<file path="src/rtl/servo_pwm_sched_if.sv">
// Command and status bundle between the servo scheduler and its requesters / output stage.
interface servo_pwm_sched_if;
  localparam int unsigned W_W = 12;

  logic           enable;
  logic           a_wr;
  logic [W_W-1:0] a_width;
  logic           b_wr;
  logic [W_W-1:0] b_width;
  logic           pwm_out;
  logic           frame_start;
  logic [W_W-1:0] width_cur;
  logic [1:0]     active_src;
  logic           timeout;

  modport master (
    output enable, a_wr, a_width, b_wr, b_width,
    input  pwm_out, frame_start, width_cur, active_src, timeout
  );

  modport slave (
    input  enable, a_wr, a_width, b_wr, b_width,
    output pwm_out, frame_start, width_cur, active_src, timeout
  );
endinterface

</file>
<file path="src/rtl/servo_pwm_sched.sv">
// Servo PWM frame generator with two-source width arbitration applied at frame boundaries
// and a deadman fallback to the neutral (stopped) width.
module servo_pwm_sched #(
  parameter int unsigned CLK_PER_US     = 10,
  parameter int unsigned FRAME_US       = 20000,
  parameter int unsigned MIN_US         = 1000,
  parameter int unsigned MAX_US         = 2000,
  parameter int unsigned NEUTRAL_US     = 1500,
  parameter int unsigned TIMEOUT_FRAMES = 25
) (
  input logic              SYSCLK,
  input logic              SYSRESET,
  servo_pwm_sched_if.slave bus
);

  localparam int unsigned W_W   = 12;
  localparam int unsigned PSC_W = (CLK_PER_US > 1) ? $clog2(CLK_PER_US) : 1;
  localparam int unsigned US_W  = (FRAME_US > 1) ? $clog2(FRAME_US) : 1;
  localparam int unsigned TO_W  = $clog2(TIMEOUT_FRAMES + 1);

  typedef enum logic {
    ST_IDLE = 1'b0,
    ST_RUN  = 1'b1
  } state_t;

  state_t state, state_nxt;

  logic [PSC_W-1:0] psc, psc_nxt;
  logic [US_W-1:0]  us_cnt, us_nxt;
  logic [W_W-1:0]   a_pend, a_pend_nxt, b_pend, b_pend_nxt;
  logic             a_fresh, a_fresh_nxt, b_fresh, b_fresh_nxt;
  logic [TO_W-1:0]  to_cnt, to_cnt_nxt;

  logic             pwm_q, pwm_nxt;
  logic             fs_q, fs_nxt;
  logic [W_W-1:0]   width_q, width_nxt;
  logic [1:0]       src_q, src_nxt;
  logic             timeout_q, timeout_nxt;

  logic             a_fresh_eff, b_fresh_eff;

  function automatic logic [W_W-1:0] clamp_w(input logic [W_W-1:0] w);
    if (w < W_W'(MIN_US)) begin
      return W_W'(MIN_US);
    end else if (w > W_W'(MAX_US)) begin
      return W_W'(MAX_US);
    end
    return w;
  endfunction

  // State register
  always_ff @(posedge SYSCLK) begin
    if (SYSRESET) begin
      state <= ST_IDLE;
    end else begin
      state <= state_nxt;
    end
  end

  // Next-state: enable alone moves between idle and running
  always_comb begin
    state_nxt = state;
    case (state)
      ST_IDLE: if (bus.enable)  state_nxt = ST_RUN;
      ST_RUN:  if (!bus.enable) state_nxt = ST_IDLE;
      default: state_nxt = ST_IDLE;
    endcase
  end

  // Output / datapath next values; outputs describe the cycle being entered
  always_comb begin
    psc_nxt     = '0;
    us_nxt      = '0;
    a_pend_nxt  = bus.a_wr ? bus.a_width : a_pend;
    b_pend_nxt  = bus.b_wr ? bus.b_width : b_pend;
    a_fresh_nxt = a_fresh | bus.a_wr;
    b_fresh_nxt = b_fresh | bus.b_wr;
    a_fresh_eff = a_fresh | bus.a_wr;
    b_fresh_eff = b_fresh | bus.b_wr;
    to_cnt_nxt  = to_cnt;
    width_nxt   = width_q;
    src_nxt     = src_q;
    timeout_nxt = timeout_q;
    fs_nxt      = 1'b0;
    pwm_nxt     = 1'b0;

    if ((state == ST_RUN) && (state_nxt == ST_RUN)) begin
      if (32'(psc) == CLK_PER_US - 1) begin
        psc_nxt = '0;
        us_nxt  = (32'(us_cnt) == FRAME_US - 1) ? '0 : us_cnt + US_W'(1);
      end else begin
        psc_nxt = psc + PSC_W'(1);
        us_nxt  = us_cnt;
      end
    end

    fs_nxt = (state_nxt == ST_RUN) && (psc_nxt == '0) && (us_nxt == '0);

    // A write in the cycle just before the boundary still belongs to the ending frame
    if (fs_nxt) begin
      a_fresh_nxt = 1'b0;
      b_fresh_nxt = 1'b0;
      if (a_fresh_eff) begin
        width_nxt   = clamp_w(a_pend_nxt);
        src_nxt     = 2'd1;
        to_cnt_nxt  = '0;
        timeout_nxt = 1'b0;
      end else if (b_fresh_eff) begin
        width_nxt   = clamp_w(b_pend_nxt);
        src_nxt     = 2'd2;
        to_cnt_nxt  = '0;
        timeout_nxt = 1'b0;
      end else begin
        if (32'(to_cnt) < TIMEOUT_FRAMES) begin
          to_cnt_nxt = to_cnt + TO_W'(1);
        end
        if (32'(to_cnt_nxt) == TIMEOUT_FRAMES) begin
          width_nxt   = W_W'(NEUTRAL_US);
          src_nxt     = 2'd0;
          timeout_nxt = 1'b1;
        end
      end
    end

    pwm_nxt = (state_nxt == ST_RUN) && (32'(us_nxt) < 32'(width_nxt));
  end

  // Datapath and output registers
  always_ff @(posedge SYSCLK) begin
    if (SYSRESET) begin
      psc       <= '0;
      us_cnt    <= '0;
      a_pend    <= '0;
      b_pend    <= '0;
      a_fresh   <= 1'b0;
      b_fresh   <= 1'b0;
      to_cnt    <= '0;
      pwm_q     <= 1'b0;
      fs_q      <= 1'b0;
      width_q   <= W_W'(NEUTRAL_US);
      src_q     <= 2'd0;
      timeout_q <= 1'b0;
    end else begin
      psc       <= psc_nxt;
      us_cnt    <= us_nxt;
      a_pend    <= a_pend_nxt;
      b_pend    <= b_pend_nxt;
      a_fresh   <= a_fresh_nxt;
      b_fresh   <= b_fresh_nxt;
      to_cnt    <= to_cnt_nxt;
      pwm_q     <= pwm_nxt;
      fs_q      <= fs_nxt;
      width_q   <= width_nxt;
      src_q     <= src_nxt;
      timeout_q <= timeout_nxt;
    end
  end

  assign bus.pwm_out     = pwm_q;
  assign bus.frame_start = fs_q;
  assign bus.width_cur   = width_q;
  assign bus.active_src  = src_q;
  assign bus.timeout     = timeout_q;

endmodule

</file>
<file path="src/flat_wrapper.sv">
// flat-port wrapper written by rule: the top's interface ports become plain ports
module servo_pwm_sched_flat 
#(
  parameter int unsigned CLK_PER_US     = 10,
  parameter int unsigned FRAME_US       = 20000,
  parameter int unsigned MIN_US         = 1000,
  parameter int unsigned MAX_US         = 2000,
  parameter int unsigned NEUTRAL_US     = 1500,
  parameter int unsigned TIMEOUT_FRAMES = 25
)
  (SYSCLK, SYSRESET, bus_enable, bus_a_wr, bus_a_width, bus_b_wr, bus_b_width, bus_pwm_out, bus_frame_start, bus_width_cur, bus_active_src, bus_timeout);
  servo_pwm_sched_if bus_i ();
  input logic SYSCLK;
  input logic SYSRESET;
  input wire logic [$bits(bus_i.enable)-1:0] bus_enable;
  input wire logic [$bits(bus_i.a_wr)-1:0] bus_a_wr;
  input wire logic [$bits(bus_i.a_width)-1:0] bus_a_width;
  input wire logic [$bits(bus_i.b_wr)-1:0] bus_b_wr;
  input wire logic [$bits(bus_i.b_width)-1:0] bus_b_width;
  output wire logic [$bits(bus_i.pwm_out)-1:0] bus_pwm_out;
  output wire logic [$bits(bus_i.frame_start)-1:0] bus_frame_start;
  output wire logic [$bits(bus_i.width_cur)-1:0] bus_width_cur;
  output wire logic [$bits(bus_i.active_src)-1:0] bus_active_src;
  output wire logic [$bits(bus_i.timeout)-1:0] bus_timeout;
  assign bus_i.enable = bus_enable;
  assign bus_i.a_wr = bus_a_wr;
  assign bus_i.a_width = bus_a_width;
  assign bus_i.b_wr = bus_b_wr;
  assign bus_i.b_width = bus_b_width;
  assign bus_pwm_out = bus_i.pwm_out;
  assign bus_frame_start = bus_i.frame_start;
  assign bus_width_cur = bus_i.width_cur;
  assign bus_active_src = bus_i.active_src;
  assign bus_timeout = bus_i.timeout;
  servo_pwm_sched #(.CLK_PER_US(CLK_PER_US), .FRAME_US(FRAME_US), .MIN_US(MIN_US), .MAX_US(MAX_US), .NEUTRAL_US(NEUTRAL_US), .TIMEOUT_FRAMES(TIMEOUT_FRAMES)) u_core (.SYSCLK(SYSCLK), .SYSRESET(SYSRESET), .bus(bus_i));
endmodule
</file>
<file path="config.mk">
export PLATFORM = sky130hd
export DESIGN_NAME = servo_pwm_sched_flat
export DESIGN_NICKNAME = d
export VERILOG_FILES = /design/src/rtl/servo_pwm_sched_if.sv /design/src/rtl/servo_pwm_sched.sv /design/src/flat_wrapper.sv
export SDC_FILE = /design/constraint.sdc
export NUM_CORES = 1
export LEC_CHECK = 0
export CORE_UTILIZATION = 52
export CTS_CLUSTER_DIAMETER = 40
export CTS_CLUSTER_SIZE = 14
export DETAILED_ROUTE_END_ITERATION = 12
export PLACE_DENSITY = 0.75
export SLEW_MARGIN = 5
export SYNTH_ARGS = -nofsm -noshare
export SYNTH_HDL_FRONTEND = slang
export SYNTH_SLANG_ARGS = --single-unit
</file>
<file path="constraint.sdc">
create_clock -name SYSCLK -period 4.4 [get_ports SYSCLK]
set_input_delay 0.88 -clock SYSCLK [delete_from_list [all_inputs] [get_ports SYSCLK]]
set_output_delay 0.88 -clock SYSCLK [all_outputs]
set_load 0.02 [all_outputs]
</file>
**Word-level counts from Yosys, hierarchy flattened**

Cells that the tools add are included.

- Flip-flop bits (word level): 68
- Input bits: 29
- Memories: 0
- Bits in read-only memories: 0
- Output and inout port bits: 17
- Bits in latches: 0
- Word-level logic and storage cells: 75
- RAM bits: 0

- Eq/ne operators: 3
- Add/subtract/negate cells: 3
- Reduce and logical (&&, ||, !) cells: 9
- Shifts and indexed selects: 0
- $lt $le $gt $ge: 6
- Divide/modulo/power cells: 0
- Multiply operators: 0
- Multiplexer cells: 39
- Bitwise operators: 2

Operators by type and width:

| cell | count |
|---|---|
| 12-bit 2-to-1 mux | 12 |
| 15-bit 2-to-1 mux | 3 |
| 5-bit 2-to-1 mux | 6 |
| 12-bit by 11-bit > comparator with 1-bit output, second input constant | 2 |
| 12-bit by 10-bit < comparator with 1-bit output, second input constant | 2 |
| 15-bit by 1-bit adder with 15-bit output, second input constant | 1 |
| 15-bit equality test, second input constant | 1 |
| 15-bit zero test | 1 |
| 15-bit by 12-bit < comparator with 1-bit output | 1 |
| 1-bit 2-to-1 mux | 13 |
| 4-bit 2-to-1 mux | 2 |
| 2-bit 2-to-1 mux | 3 |
| 5-bit by 1-bit adder with 5-bit output, second input constant | 1 |
| 5-bit equality test, second input constant | 1 |
| 5-bit < comparator, second input constant | 1 |
| 4-bit by 1-bit adder with 4-bit output, second input constant | 1 |
| 4-bit equality test, second input constant | 1 |
| 1-bit logical AND | 4 |
| 4-bit zero test | 1 |
| 3-bit nonzero test | 1 |
| 1-bit bitwise OR | 2 |
| 2-bit AND reduction | 1 |
| 2-bit OR reduction | 1 |

**Logic depth before layout (Yosys ltp)**

Gate-level depths: netlist (run 1).

- Depth in word-level cells: 14
- Gate-level depth with buffers: 22
- Mapped depth without buffers: 19

**Least setup slack after synthesis (run 1)**

OpenSTA, ideal clock, no wires.

- Path kind: input-to-reg
- From: in bus_a_width[3]
- To: reg u_core.pwm_q (netlist: u_core.bus.pwm_out)
- Path slack: 335 ps
- Arrival: 3994 ps
- Library setup time: 71 ps
- Stages on the path: 15
- Required time: 4329 ps
- Cells stage by stage: or4_1 a21oi_1 o21ai_0 a221oi_2 nand2b_1 a221oi_1 o22a_1 ha_1 nor2b_1 o211ai_1 nand4b_1 a211oi_1 a21bo_2 o21ai_1 o21bai_1

- Cells in the longest elaborated chain, start to end: 11

Ends and longest elaborated chain:

| element | RTL line | source |
|---|---|---|
| start, declared | flat_wrapper.sv:17 | `input wire logic [$bits(bus_i.a_width)-1:0] bus_a_width;` |
| 12-bit 2-to-1 mux * | servo_pwm_sched.sv:74 | `a_pend_nxt = bus.a_wr ? bus.a_width : a_pend;` |
| 12-bit by 11-bit > comparator with 1-bit output | servo_pwm_sched.sv:45 | `end else if (w > W_W'(MAX_US)) begin` |
| 1-bit 2-to-1 mux | servo_pwm_sched.sv:45 |  |
| 1-bit 2-to-1 mux | servo_pwm_sched.sv:43 | `if (w < W_W'(MIN_US)) begin` |
| 1-bit 2-to-1 mux | servo_pwm_sched.sv:103 | `if (a_fresh_eff) begin` |
| 1-bit 2-to-1 mux | servo_pwm_sched.sv:100 | `if (fs_nxt) begin` |
| 12-bit 2-to-1 mux * | servo_pwm_sched.sv:48 | `return w;` |
| 12-bit 2-to-1 mux * | servo_pwm_sched.sv:103 |  |
| 12-bit 2-to-1 mux * | servo_pwm_sched.sv:100 |  |
| 15-bit by 12-bit < comparator with 1-bit output * | servo_pwm_sched.sv:125 | `pwm_nxt = (state_nxt == ST_RUN) && (32'(us_nxt) < 32'(width_nxt));` |
| 1-bit logical AND * | servo_pwm_sched.sv:125 |  |
| end signal, assigned | servo_pwm_sched.sv:151 | `pwm_q <= pwm_nxt;` |
| end, declared | servo_pwm_sched.sv:34 | `logic pwm_q, pwm_nxt;` |

Mark *: on every way between the ends. The rest lies on a longest branch, timed or not. The select of a mux whose other input is x is not followed.
A chain may end at the register's enable or synchronous reset.

**Worst setup path after layout (run 1)**

Same ends and word-level chain as after synthesis.

==> reports/results.txt, run 1 <==
average footprint of a synthesized cell = 8.187 µm²
clock-pin slew on the worst setup and hold paths = 0.07 ns
Sink Count = 68
antenna-violating nets left = 0
via count = 3822
kind of critical path = in -> reg
final instance count without filler cells = 656
port bufs = 45
final count of negative-setup-slack endpoints = 0
maximum capacitance violations = 0
Required @ worst endpoint = 4.68 ns
most used flip-flop cell after synthesis = sky130_fd_sc_hd__dfxtp_1
effective utilization at floorplan = 54.12%
post-route minimum period = 4.232 ns
skew final = 0.01414 ns
outcome = complete, no violations
total nets after synthesis = 526
leading cell type by number of instances after synthesis = sky130_fd_sc_hd__nor2_1
net switching fraction of the power = 24.41%
floorplan die area = 7941 µm²
count of flip-flops with a built-in enable after synthesis = 0
Residual DRC = 0
final weighted congestion in routability-driven placement = 0.9292
total inserted antenna cells = 0
number of instances in the placed design = 638
DR WL/cell = 15.64 µm
top cell types by occurrence after synthesis = sky130_fd_sc_hd__nor2_1, sky130_fd_sc_hd__dfxtp_1, sky130_fd_sc_hd__nand2_1
Sequential Power Share = 42.5%
area occupied by multi-input gates = 2422 µm²
most heavily used metal layer in global routing = met2
number of hold-repair buffers added at the cts stage = 0
Placement Cell Area = 4708 µm²
via count of the first global-routing pass = 3467
transition time at the pin with the least slew margin = 0.6625 ns
Max Fanout on Critical Path = 5
critical path data arrival time = 4.51 ns
Leak Pwr = 1.923 nW
top-area cell type share of the netlist area = 34.50%
share of synthesized area occupied by flip-flops and latches = 34.50%
number of storage elements in the synthesis netlist = 68
setup total negative slack = 0 ns
io pins = 46
Cells after Synth = 482
mapped cell area = 3946 µm²
nature of the critical path startpoint = input pin
final number of max-transition violations = 0
count of cell types in the netlist = 65
total count of hold-check failures in the final report = 0
final net count = 596
P_int = 1.167 mW
Core ar. = 7292 µm²
clock tree from TritonCTS = yes
normalized max-slew margin = 55.14%
total iterations of the first detailed-routing run = 5
capturing element type of the critical path = flop
cell row count = 31
number of buffers created by CTS = 9
Critical Path Slowest Stage Cell = sky130_fd_sc_hd__or4_4
die height = 89.12 µm
global route total overflow = 0
post-layout instance area = 5010 µm²
cells along the critical path = clkdlybuf4s50_1 -> or4_4 -> a21oi_2 -> o21ai_1 -> a221oi_2 -> buf_4 -> nand2b_1 -> a221oi_2 -> o22a_1 -> ha_1 -> nor2b_1 -> o211ai_1 -> nand4b_1 -> a211oi_2 -> a21bo_2 -> o21ai_1 -> o21bai_1
Root Buffer = sky130_fd_sc_hd__clkbuf_8
total power density per cell area = 308.2 nW/µm²
Comb pwr share = 15.5%
Worst-Skew Late Latency = 0.34 ns
path category of the worst min-delay check = reg -> reg
worst ir drop on vdd = 0.0001925 V
post-DP HPWL = 7644 µm
per-cell via count in the routed design = 5.826
number of warnings issued by yosys = 0
Layout Area Growth over Synthesis = 26.95%
die width = 89.12 µm
largest net degree at the start of global routing = 25
cell accounting for the most synthesized area = sky130_fd_sc_hd__dfxtp_1
number of fill cells in the layout = 628
first-pass GRT wire length = 16280 µm
met3 Use GR = 4.340%
FFs w/ async S/R, synth = 0%
switching power = 0.3769 mW
met1 demand-to-capacity share in global routing = 37.07%
fin crit share = 96.17%
clk buf depth = 2
share of layout cells above drive strength 1 = 16.16%
longest individual stage delay on the worst path = 0.54 ns
met2 demand-to-capacity share in global routing = 41.98%
maximum clock frequency = 236.3 MHz
initial antenna violation count = 0
area occupied by registers = 1361 µm²
cell types occupying the most area after synthesis = sky130_fd_sc_hd__dfxtp_1, sky130_fd_sc_hd__nor2_1, sky130_fd_sc_hd__ha_1, sky130_fd_sc_hd__mux2i_1, sky130_fd_sc_hd__nand2_1
GRT Resource Usage Total = 26.86%
violation count after the first detailed-routing iteration = 289
fraction of power consumed by the clock network = 41.9%
final wirelength = 10260 µm
level count of the clock H-tree = 3
## worst max-delay path: cells and delay by family
kind	cells	cell delay [ns]
AOI/OAI and AO/OA	10	1.86
and+or+nand+nor	4	0.91
adders and majority gates	1	0.24
buffers and inverters	2	0.63
## metal layers
metal / share of wire, % / up-vias
met5: 0 / -
met4: 1.8 / 0
met3: 5.0 / 22
met2: 46 / 111
met1: 48 / 1808
li1: - / 1881
## state kept, by name, summed over array words and instances, names as in the netlist
register and cells:
u_core.a_fresh 1, u_core.a_pend 12, u_core.b_fresh 1, u_core.b_pend 12, u_core.bus.active_src 2, u_core.bus.frame_start 1
u_core.bus.pwm_out 1, u_core.bus.timeout 1, u_core.bus.width_cur 12, u_core.psc 4, u_core.state 1, u_core.to_cnt 5
u_core.us_cnt 15
## timing repair
| item | CTS | global route |
|---|---|---|
| gates resized for setup | 1 | 12 |
| gates cloned | 0 | 1 |
| endpoints found under the setup margin | 1 | 1 |
| buffers inserted | 0 | 1 |
| pin swaps | 0 | 7 |
## cell families (layout without fill, tap and decap cells)
group	after synthesis	in the layout	synth area share, %
AOI/OAI and AO/OA	110	110	19.88
xor gates and xnor gates	21	21	4.661
adders and majority gates	15	15	4.756
buffers and inverters	44	119	4.978
DFF	68	68	34.50
muxes	18	18	4.692
and+or+nand+nor	206	206	26.54
## through the flow
stage          hold slack, ns  setup slack (ns)  utilization, %  power [mW]
2_1_floorplan          0.4447            0.3354               -      0.7939
3_3_place_gp           0.4458           -0.1429           64.57      0.8944
3_5_place_dp           0.4534           -0.3346           64.57      0.8999
4_1_cts                0.4636           0.06896           68.09       1.539
5_1_grt                0.4871          -0.02847           68.70       1.596
6_report               0.4618            0.1684           68.70       1.544
## layout make-up
class | instances | area share [%]
inverters | 13 | 0.9740
clock inverters | 4 | 1.898
multi-input cells | 370 | 48.35
clock buffers | 12 | 3.097
flip-flops and latches | 68 | 27.17
repair buffers | 90 | 16.03
well taps | 99 | 2.473
## power groups by stage
stage                     clock network [mW]  registers (mW)  logic, mW
after floorplan                            0           0.673      0.120
after global placement                     0           0.669      0.225
after detailed placement                   0           0.670      0.230
after CTS                              0.650           0.656      0.233
after global routing                   0.676           0.659      0.260
final                                  0.647           0.657      0.240
## worst paths after layout
kind                       startpoint                        to  slack [ns]  cells after the start
max reg2reg             u_core.psc[0]        u_core.bus.pwm_out        0.32                     17
min reg2reg  u_core.bus.width_cur[11]  u_core.bus.width_cur[11]        0.46                      2
max                    bus_a_width[3]        u_core.bus.pwm_out        0.17                     17
min          u_core.bus.width_cur[11]  u_core.bus.width_cur[11]        0.46                      2
## cell usage in the layout (no fill, tap or decap), drive strengths merged, types with 12 or more instances in the layout
master | Yosys | layout
buf | 11 | 45
clkbuf | 20 | 12
dfxtp | 68 | 68
ha | 15 | 15
a21oi | 24 | 24
nand2 | 35 | 35
inv | 13 | 13
nand2b | 13 | 13
mux2i | 14 | 14
nor3 | 17 | 17
o22ai | 13 | 13
clkdlybuf4s50 | 0 | 44
nor2 | 77 | 77
o21ai | 12 | 12
xor2 | 12 | 12
nand3 | 13 | 13
Power figures use the tool's default switching activity.
==> inputs of run 2 (changes only) <==
--- a/config.mk
+++ b/config.mk
@@ -9,6 +9,7 @@
 export CTS_CLUSTER_DIAMETER = 40
 export CTS_CLUSTER_SIZE = 14
 export DETAILED_ROUTE_END_ITERATION = 12
+export HOLD_SLACK_MARGIN = 0.02
 export PLACE_DENSITY = 0.75
 export SLEW_MARGIN = 5
 export SYNTH_ARGS = -nofsm -noshare
==> results of run 2 <==
Same layout as run 1: the final DEF is identical, and so are final timing and power.
